<file path="src/rtl/multi_stepper_ctrl_if.sv">
// Command/status bundle between the motion sequencer and the multi-axis stepper controller.
interface multi_stepper_ctrl_if #(
    parameter int NUM_AXES         = 2,
    parameter int PULSE_NUM_BITS   = 8,
    parameter int PULSE_WIDTH_BITS = 8
);
    logic                                 clk_en;
    logic                                 trigger;
    logic                                 abort;
    logic [NUM_AXES*PULSE_NUM_BITS-1:0]   pulse_num;
    logic [NUM_AXES*PULSE_WIDTH_BITS-1:0] pulse_width;
    logic                                 busy;
    logic                                 done;
    logic [NUM_AXES-1:0]                  out;
    logic [NUM_AXES-1:0]                  dir;

    modport master (
        output clk_en, trigger, abort, pulse_num, pulse_width,
        input  busy, done, out, dir
    );

    modport slave (
        input  clk_en, trigger, abort, pulse_num, pulse_width,
        output busy, done, out, dir
    );
endinterface

</file>
<file path="src/rtl/multi_stepper_ctrl.sv">
// N-axis step/dir generator: one trigger launches all axes, done pulses when every axis finishes.
// Optional start-up ramp on each axis is enabled by defining STEPPER_RAMP_EN.
//
// state | meaning
// IDLE  | waiting for trigger; operands latched on acceptance
// RUN   | axes pulsing; leaves when every axis count is zero
// DONE  | single-cycle done pulse, then back to IDLE
module multi_stepper_ctrl #(
    parameter int NUM_AXES         = 2,
    parameter int PULSE_NUM_BITS   = 8,
    parameter int PULSE_WIDTH_BITS = 8,
    parameter int RAMP_STEPS       = 2
) (
    input logic                 clk,
    input logic                 reset,
    multi_stepper_ctrl_if.slave bus
);
    localparam int PN = PULSE_NUM_BITS;
    localparam int PW = PULSE_WIDTH_BITS;
`ifdef STEPPER_RAMP_EN
    localparam int WW = PW + RAMP_STEPS;
    localparam int KW = $clog2(RAMP_STEPS + 2);

    function automatic logic [WW-1:0] ramp_w(input logic [PW-1:0] w, input logic [KW-1:0] kk);
        if (kk < KW'(RAMP_STEPS))
            return WW'(w) << (KW'(RAMP_STEPS) - kk);
        return WW'(w);
    endfunction
`else
    localparam int WW = PW + 0 * RAMP_STEPS;
`endif

    typedef enum logic [1:0] {IDLE, RUN, DONE} state_t;

    state_t              state_q, state_d;
    logic                accept;
    logic [NUM_AXES-1:0] ax_done;
    logic                all_done;

    assign accept   = (state_q == IDLE) && bus.trigger && !bus.abort;
    assign all_done = &ax_done;
    assign bus.busy = (state_q == RUN);
    assign bus.done = (state_q == DONE);

    always_ff @(posedge clk or posedge reset) begin
        if (reset)
            state_q <= IDLE;
        else
            state_q <= state_d;
    end

    always_comb begin
        state_d = state_q;
        case (state_q)
            IDLE:    if (bus.trigger) state_d = RUN;
            RUN:     if (all_done)    state_d = DONE;
            DONE:    state_d = IDLE;
            default: state_d = IDLE;
        endcase
        if (bus.abort)
            state_d = IDLE;
    end

    for (genvar i = 0; i < NUM_AXES; i++) begin : g_axis
        logic [PN-1:0] pn_i, mag_i, cnt;
        logic [PW-1:0] pw_i, width;
        logic [WW-1:0] ph, cur_w, nxt_w;
        logic          out_r, dir_r, started;

        assign pn_i  = bus.pulse_num[i*PN +: PN];
        assign pw_i  = bus.pulse_width[i*PW +: PW];
        // Unsigned magnitude: the most negative input maps to 2**(PN-1) pulses.
        assign mag_i = pn_i[PN-1] ? ((~pn_i) + PN'(1)) : pn_i;

`ifdef STEPPER_RAMP_EN
        logic [KW-1:0] k, k_nxt;
        assign k_nxt = (k < KW'(RAMP_STEPS)) ? k + KW'(1) : k;
        assign cur_w = ramp_w(width, k);
        assign nxt_w = ramp_w(width, k_nxt);
`else
        assign cur_w = WW'(width);
        assign nxt_w = cur_w;
`endif

        assign ax_done[i]  = (cnt == '0);
        assign bus.out[i]  = out_r;
        assign bus.dir[i]  = dir_r;

        always_ff @(posedge clk or posedge reset) begin
            if (reset) begin
                cnt     <= '0;
                width   <= '0;
                ph      <= '0;
                out_r   <= 1'b0;
                dir_r   <= 1'b0;
                started <= 1'b0;
`ifdef STEPPER_RAMP_EN
                k       <= '0;
`endif
            end else if (bus.abort) begin
                cnt     <= '0;
                ph      <= '0;
                out_r   <= 1'b0;
                started <= 1'b0;
            end else if (accept) begin
                dir_r   <= pn_i[PN-1];
                width   <= pw_i;
                cnt     <= (pw_i == '0) ? '0 : mag_i;
                ph      <= '0;
                out_r   <= 1'b0;
                started <= 1'b0;
`ifdef STEPPER_RAMP_EN
                k       <= '0;
`endif
            end else if (state_q == RUN && bus.clk_en && cnt != '0) begin
                if (ph != '0) begin
                    ph <= ph - WW'(1);
                end else if (out_r) begin
                    out_r <= 1'b0;
                    ph    <= cur_w - WW'(1);
                end else if (!started) begin
                    started <= 1'b1;
                    out_r   <= 1'b1;
                    ph      <= cur_w - WW'(1);
                end else begin
                    // End of a low phase: one pulse complete.
                    cnt <= cnt - PN'(1);
`ifdef STEPPER_RAMP_EN
                    k   <= k_nxt;
`endif
                    if (cnt != PN'(1)) begin
                        out_r <= 1'b1;
                        ph    <= nxt_w - WW'(1);
                    end
                end
            end
        end
    end
endmodule

</file>
<file path="src/flat_wrapper.sv">
// flat-port wrapper written by rule: the top's interface ports become plain ports
module multi_stepper_ctrl_flat 
#(
    parameter int NUM_AXES         = 2,
    parameter int PULSE_NUM_BITS   = 8,
    parameter int PULSE_WIDTH_BITS = 8,
    parameter int RAMP_STEPS       = 2
)
  (clk, reset, bus_clk_en, bus_trigger, bus_abort, bus_pulse_num, bus_pulse_width, bus_busy, bus_done, bus_out, bus_dir);
  multi_stepper_ctrl_if #(.NUM_AXES(NUM_AXES), .PULSE_NUM_BITS(PULSE_NUM_BITS), .PULSE_WIDTH_BITS(PULSE_WIDTH_BITS)) bus_i ();
  input logic clk;
  input logic reset;
  input wire logic [$bits(bus_i.clk_en)-1:0] bus_clk_en;
  input wire logic [$bits(bus_i.trigger)-1:0] bus_trigger;
  input wire logic [$bits(bus_i.abort)-1:0] bus_abort;
  input wire logic [$bits(bus_i.pulse_num)-1:0] bus_pulse_num;
  input wire logic [$bits(bus_i.pulse_width)-1:0] bus_pulse_width;
  output wire logic [$bits(bus_i.busy)-1:0] bus_busy;
  output wire logic [$bits(bus_i.done)-1:0] bus_done;
  output wire logic [$bits(bus_i.out)-1:0] bus_out;
  output wire logic [$bits(bus_i.dir)-1:0] bus_dir;
  assign bus_i.clk_en = bus_clk_en;
  assign bus_i.trigger = bus_trigger;
  assign bus_i.abort = bus_abort;
  assign bus_i.pulse_num = bus_pulse_num;
  assign bus_i.pulse_width = bus_pulse_width;
  assign bus_busy = bus_i.busy;
  assign bus_done = bus_i.done;
  assign bus_out = bus_i.out;
  assign bus_dir = bus_i.dir;
  multi_stepper_ctrl #(.NUM_AXES(NUM_AXES), .PULSE_NUM_BITS(PULSE_NUM_BITS), .PULSE_WIDTH_BITS(PULSE_WIDTH_BITS), .RAMP_STEPS(RAMP_STEPS)) u_core (.clk(clk), .reset(reset), .bus(bus_i));
endmodule
</file>
<file path="config.mk">
export PLATFORM = sky130hd
export DESIGN_NAME = multi_stepper_ctrl_flat
export DESIGN_NICKNAME = d
export VERILOG_FILES = /design/src/rtl/multi_stepper_ctrl_if.sv /design/src/rtl/multi_stepper_ctrl.sv /design/src/flat_wrapper.sv
export SDC_FILE = /design/constraint.sdc
export NUM_CORES = 1
export LEC_CHECK = 0
export ABC_AREA = 1
export BUFFER_PORTS_ARGS = -buffer_cell sky130_fd_sc_hd__buf_2
export CAP_MARGIN = 20
export CORE_MARGIN = 4
export CORE_UTILIZATION = 35
export DETAILED_ROUTE_END_ITERATION = 6
export GPL_ROUTABILITY_DRIVEN = 1
export PLACE_DENSITY_LB_ADDON = 0.3
export SYNTH_ARGS = -nofsm -noshare
export SYNTH_HDL_FRONTEND = slang
export SYNTH_SLANG_ARGS = --single-unit
</file>
<file path="constraint.sdc">
create_clock -name clk -period 5.65 [get_ports clk]
set_clock_uncertainty 0.2 [all_clocks]
set_input_delay 0.565 -clock clk [delete_from_list [all_inputs] [get_ports clk]]
set_output_delay 0.565 -clock clk [all_outputs]
set_load 0.02 [all_outputs]
</file>
==> summary.txt <==
Timing
  – Max_slew headroom: 51.44%
  – Final worst slack: 3068 ps
  – Final setup violation count: 0
  – Hold_ws: 243.8 ps
  – Unrepaired setup endpoints after global routing: false
  – Fin crit share: 45.70%
  – Clock period minus worst slack: 2582 ps
  – Setup total negative slack: 0 ps
  – F_max: 0.3873 GHz
  – Fin. Hold Viols: 0
  – Slew @ Worst Pin: 728.4 ps
  – Fin. max-slew vios: 0

Synthesis
  – Syn avg cell area: 7.028 sq um
  – Largest family of logic cells by synthesized area: simple AND/OR/NAND/NOR gates
  – Ranking of synthesized cells by area: dfrtp_1, nand2_1, nand3_1
  – Post-synthesis sequential area ratio: 37.06%
  – Synth Cell Area: 0.003781 sq mm
  – Multiplexer area fraction after synthesis: 0%
  – Post-Syn Instances: 538
  – Synth Register Bits: 56
  – Post-Synth Adder-Cell Area: 3.309%
  – Largest area contributor in the netlist: dfrtp_1
  – Synth Area in Compound Gates: 13.07%
  – Post-Synth XOR/XNOR Area: 0.9265%
  – Synth Area in Simple Gates: 35.94%
  – Ys Warns: 0
  – Synth Net Count: 585
  – Synth cell types: 38
  – Post-synth top area share: 37.06%

Critical path
  – Worst path slowest cell: nor2_4
  – Reg2reg path depth: 9
  – CP endpoint kind: flip-flop
  – Worst Setup EP: u_core.g_axis[0].ph[3]
  – Slowest stage delay, CP: 520 ps
  – Critical path class: flip-flop to flip-flop
  – R2R Path Start: u_core.state_q[1]
  – Crit path cell chain: nor2_1, nand2_2, nor2_4, inv_2, nand4_2, o21ai_4, nor2_4, nand3_1, o21ai_1
  – Startpoint Class: flip-flop
  – Worst R2R Setup Slack: 3070 ps
  – Crit path from: u_core.state_q[1]
  – R2r endpoint: u_core.g_axis[0].ph[3]
  – Cell family with most CP delay: simple AND/OR/NAND/NOR gates
  – CP arrival: 2630 ps
  – Cell mode on critical path: nor2_4
  – Worst Path Buf+Inv: 1
  – Required time worst endpoint: 5700 ps
  – CP max FO: 34
  – Critical Path Stages: 9

Clocking
  – Num CTS Buffers: 5
  – CTS tree: built
  – H-tree depth: 2
  – CTS sink cnt: 56
  – Hold_buf cts: 0
  – CTS resizes: 0
  – Setup Fix Bufs, Post-CTS: 0
  – Clock transition at path regs: 110 ps
  – Clk buf depth: 2
  – Clock Root Buffer: clkbuf_8
  – Clk Latency, worst-skew pair: 320 ps

Layout
  – Diodes inserted: 0
  – Filler-free cell count of the finished design: 709
  – Layout area overhead: 10.72%
  – Number of nets in the layout: 619
  – Design Area, Final: 0.004187 sq mm
  – Core Util, Final: 40.19%
  – Fraction of layout cells with a size suffix above 1: 16.06%

GRT
  – Total GRT Usage: 14.77%
  – Number of global-route vias before repair: 3413
  – Initial antenna violation count: 0
  – Largest net degree at the start of global routing: 57
  – Congestion Overflow GR: 0
  – First-pass GRT wire length: 15.51 mm

Placed design
  – IO Port Bufs: 42
  – Gpl congestion: 0.8610
  – Placed cell count: 701
  – Post-DP Area: 0.004065 sq mm
  – HPWL Detailed: 6.982 mm
  – Place WS: 2902 ps

Min path
  – Hold Path Class: primary input to async pin

Job
  – Maxcap violations: 0

Pwr
  – VDD IR-drop max: 130.0 uV
  – P_leak: 2.146 nW
  – Total chip power: 1.640 mW
  – Pwr dens: 391.8 mW/mm^2

Drt
  – Pre-Repair DR Iteration Count: 4
  – Total number of vias: 3447
  – Initial drt markers: 165
  – Remaining antenna violation count after routing: 0
  – Vias per cell: 4.862
  – # DRC: 0
  – Final wirelength: 9.137 mm
  – Average routed wire per standard cell: 12.89 um

Floorplanning
  – Initial Util: 36.30%
  – Io pins: 43
  – Core Region: 0.01042 sq mm
  – Chip Width: 111.9 um
  – FP Rows: 37
  – Die Area: 0.01253 sq mm
  – Die span in y: 111.9 um

Run status
  – Status: finished, final reports clean
==> worst min-delay path, stage by stage <==
cell and delay (ps):
buf_2 100, inv_2 30, buf_4 580
==> placed cells by master, fill, tap and decap left out, drive strengths merged <==
cell type    n
a211oi       1
a21oi       18
a31oi        1
buf         43
bufinv       1
clkbuf       6
clkinv       1
dfrtp       56
ha          10
inv         70
nand2      169
nand3       51
nand3b       4
nand4        2
nor2        53
nor3         7
nor4         6
o21ai       59
o21bai       2
o22ai        5
o31ai        2
or2          2
xnor2        2
xor2         2
==> sequential cells by signal, indices dropped and copies added, names as in the netlist <==
signal	count
u_core.g_axis.cur_w	16
u_core.g_axis.started	2
u_core.g_axis.out_r	2
u_core.g_axis.dir_r	2
u_core.state_q	2
u_core.g_axis.cnt	16
u_core.g_axis.ph	16
==> per-layer routing <==
metal | track usage [%] | part of all wire [%] | vias up
met5 | 0 | 0 | -
met4 | 4.006 | 1.7 | 0
met3 | 2.120 | 3.7 | 13
met2 | 24.30 | 44 | 67
met1 | 20.39 | 50 | 1580
li1 | - | - | 1787
==> logic make-up after synthesis <==
group	Yosys count
flops	56
fa+ha+maj	10
xor+xnor	4
compound gates	88
simple gates	294
buf+inv	86
==> cells in the mapped netlist (all sizes together) <==
cell type	n
or2	2
nand4	2
xnor2	2
nor3	7
nand3b	4
nor2	53
o21bai	2
a21oi	18
o22ai	5
o21ai	59
clkbuf	3
nand2	169
a211oi	1
a31oi	1
xor2	2
buf	13
inv	70
o31ai	2
ha	10
dfrtp	56
nor4	6
nand3	51
==> final cells by class <==
type,instances,area (sq um)
inverter,70,262.8
sequential,56,1401
fill,1116,6230
clock buffer,6,82.58
tap,136,170.2
multi-input combinational,396,2013
timing repair buffer,43,217.7
clock inverter,2,38.79
==> power by group <==
part,total [mW],switching [mW],internal [mW]
logic,0.795,0.525,0.269
registers,0.558,0.0684,0.490
clock network,0.287,0.142,0.145
==> worst min-delay path by stage <==
stage / from / endpoint / slack, ps
2_1_floorplan: u_core.g_axis[0].cur_w[1] / u_core.g_axis[0].cur_w[1] / 240
3_3_place_gp: u_core.g_axis[0].cur_w[3] / u_core.g_axis[0].cur_w[3] / 260
3_5_place_dp: u_core.g_axis[1].cur_w[6] / u_core.g_axis[1].cur_w[6] / 270
4_1_cts: bus_pulse_width[8] / u_core.g_axis[1].cur_w[0] / 260
5_1_grt: bus_pulse_width[4] / u_core.g_axis[0].cur_w[4] / 280
6_report: reset / u_core.g_axis[0].cur_w[5] / 240
(Power assumes the default switching activity.)
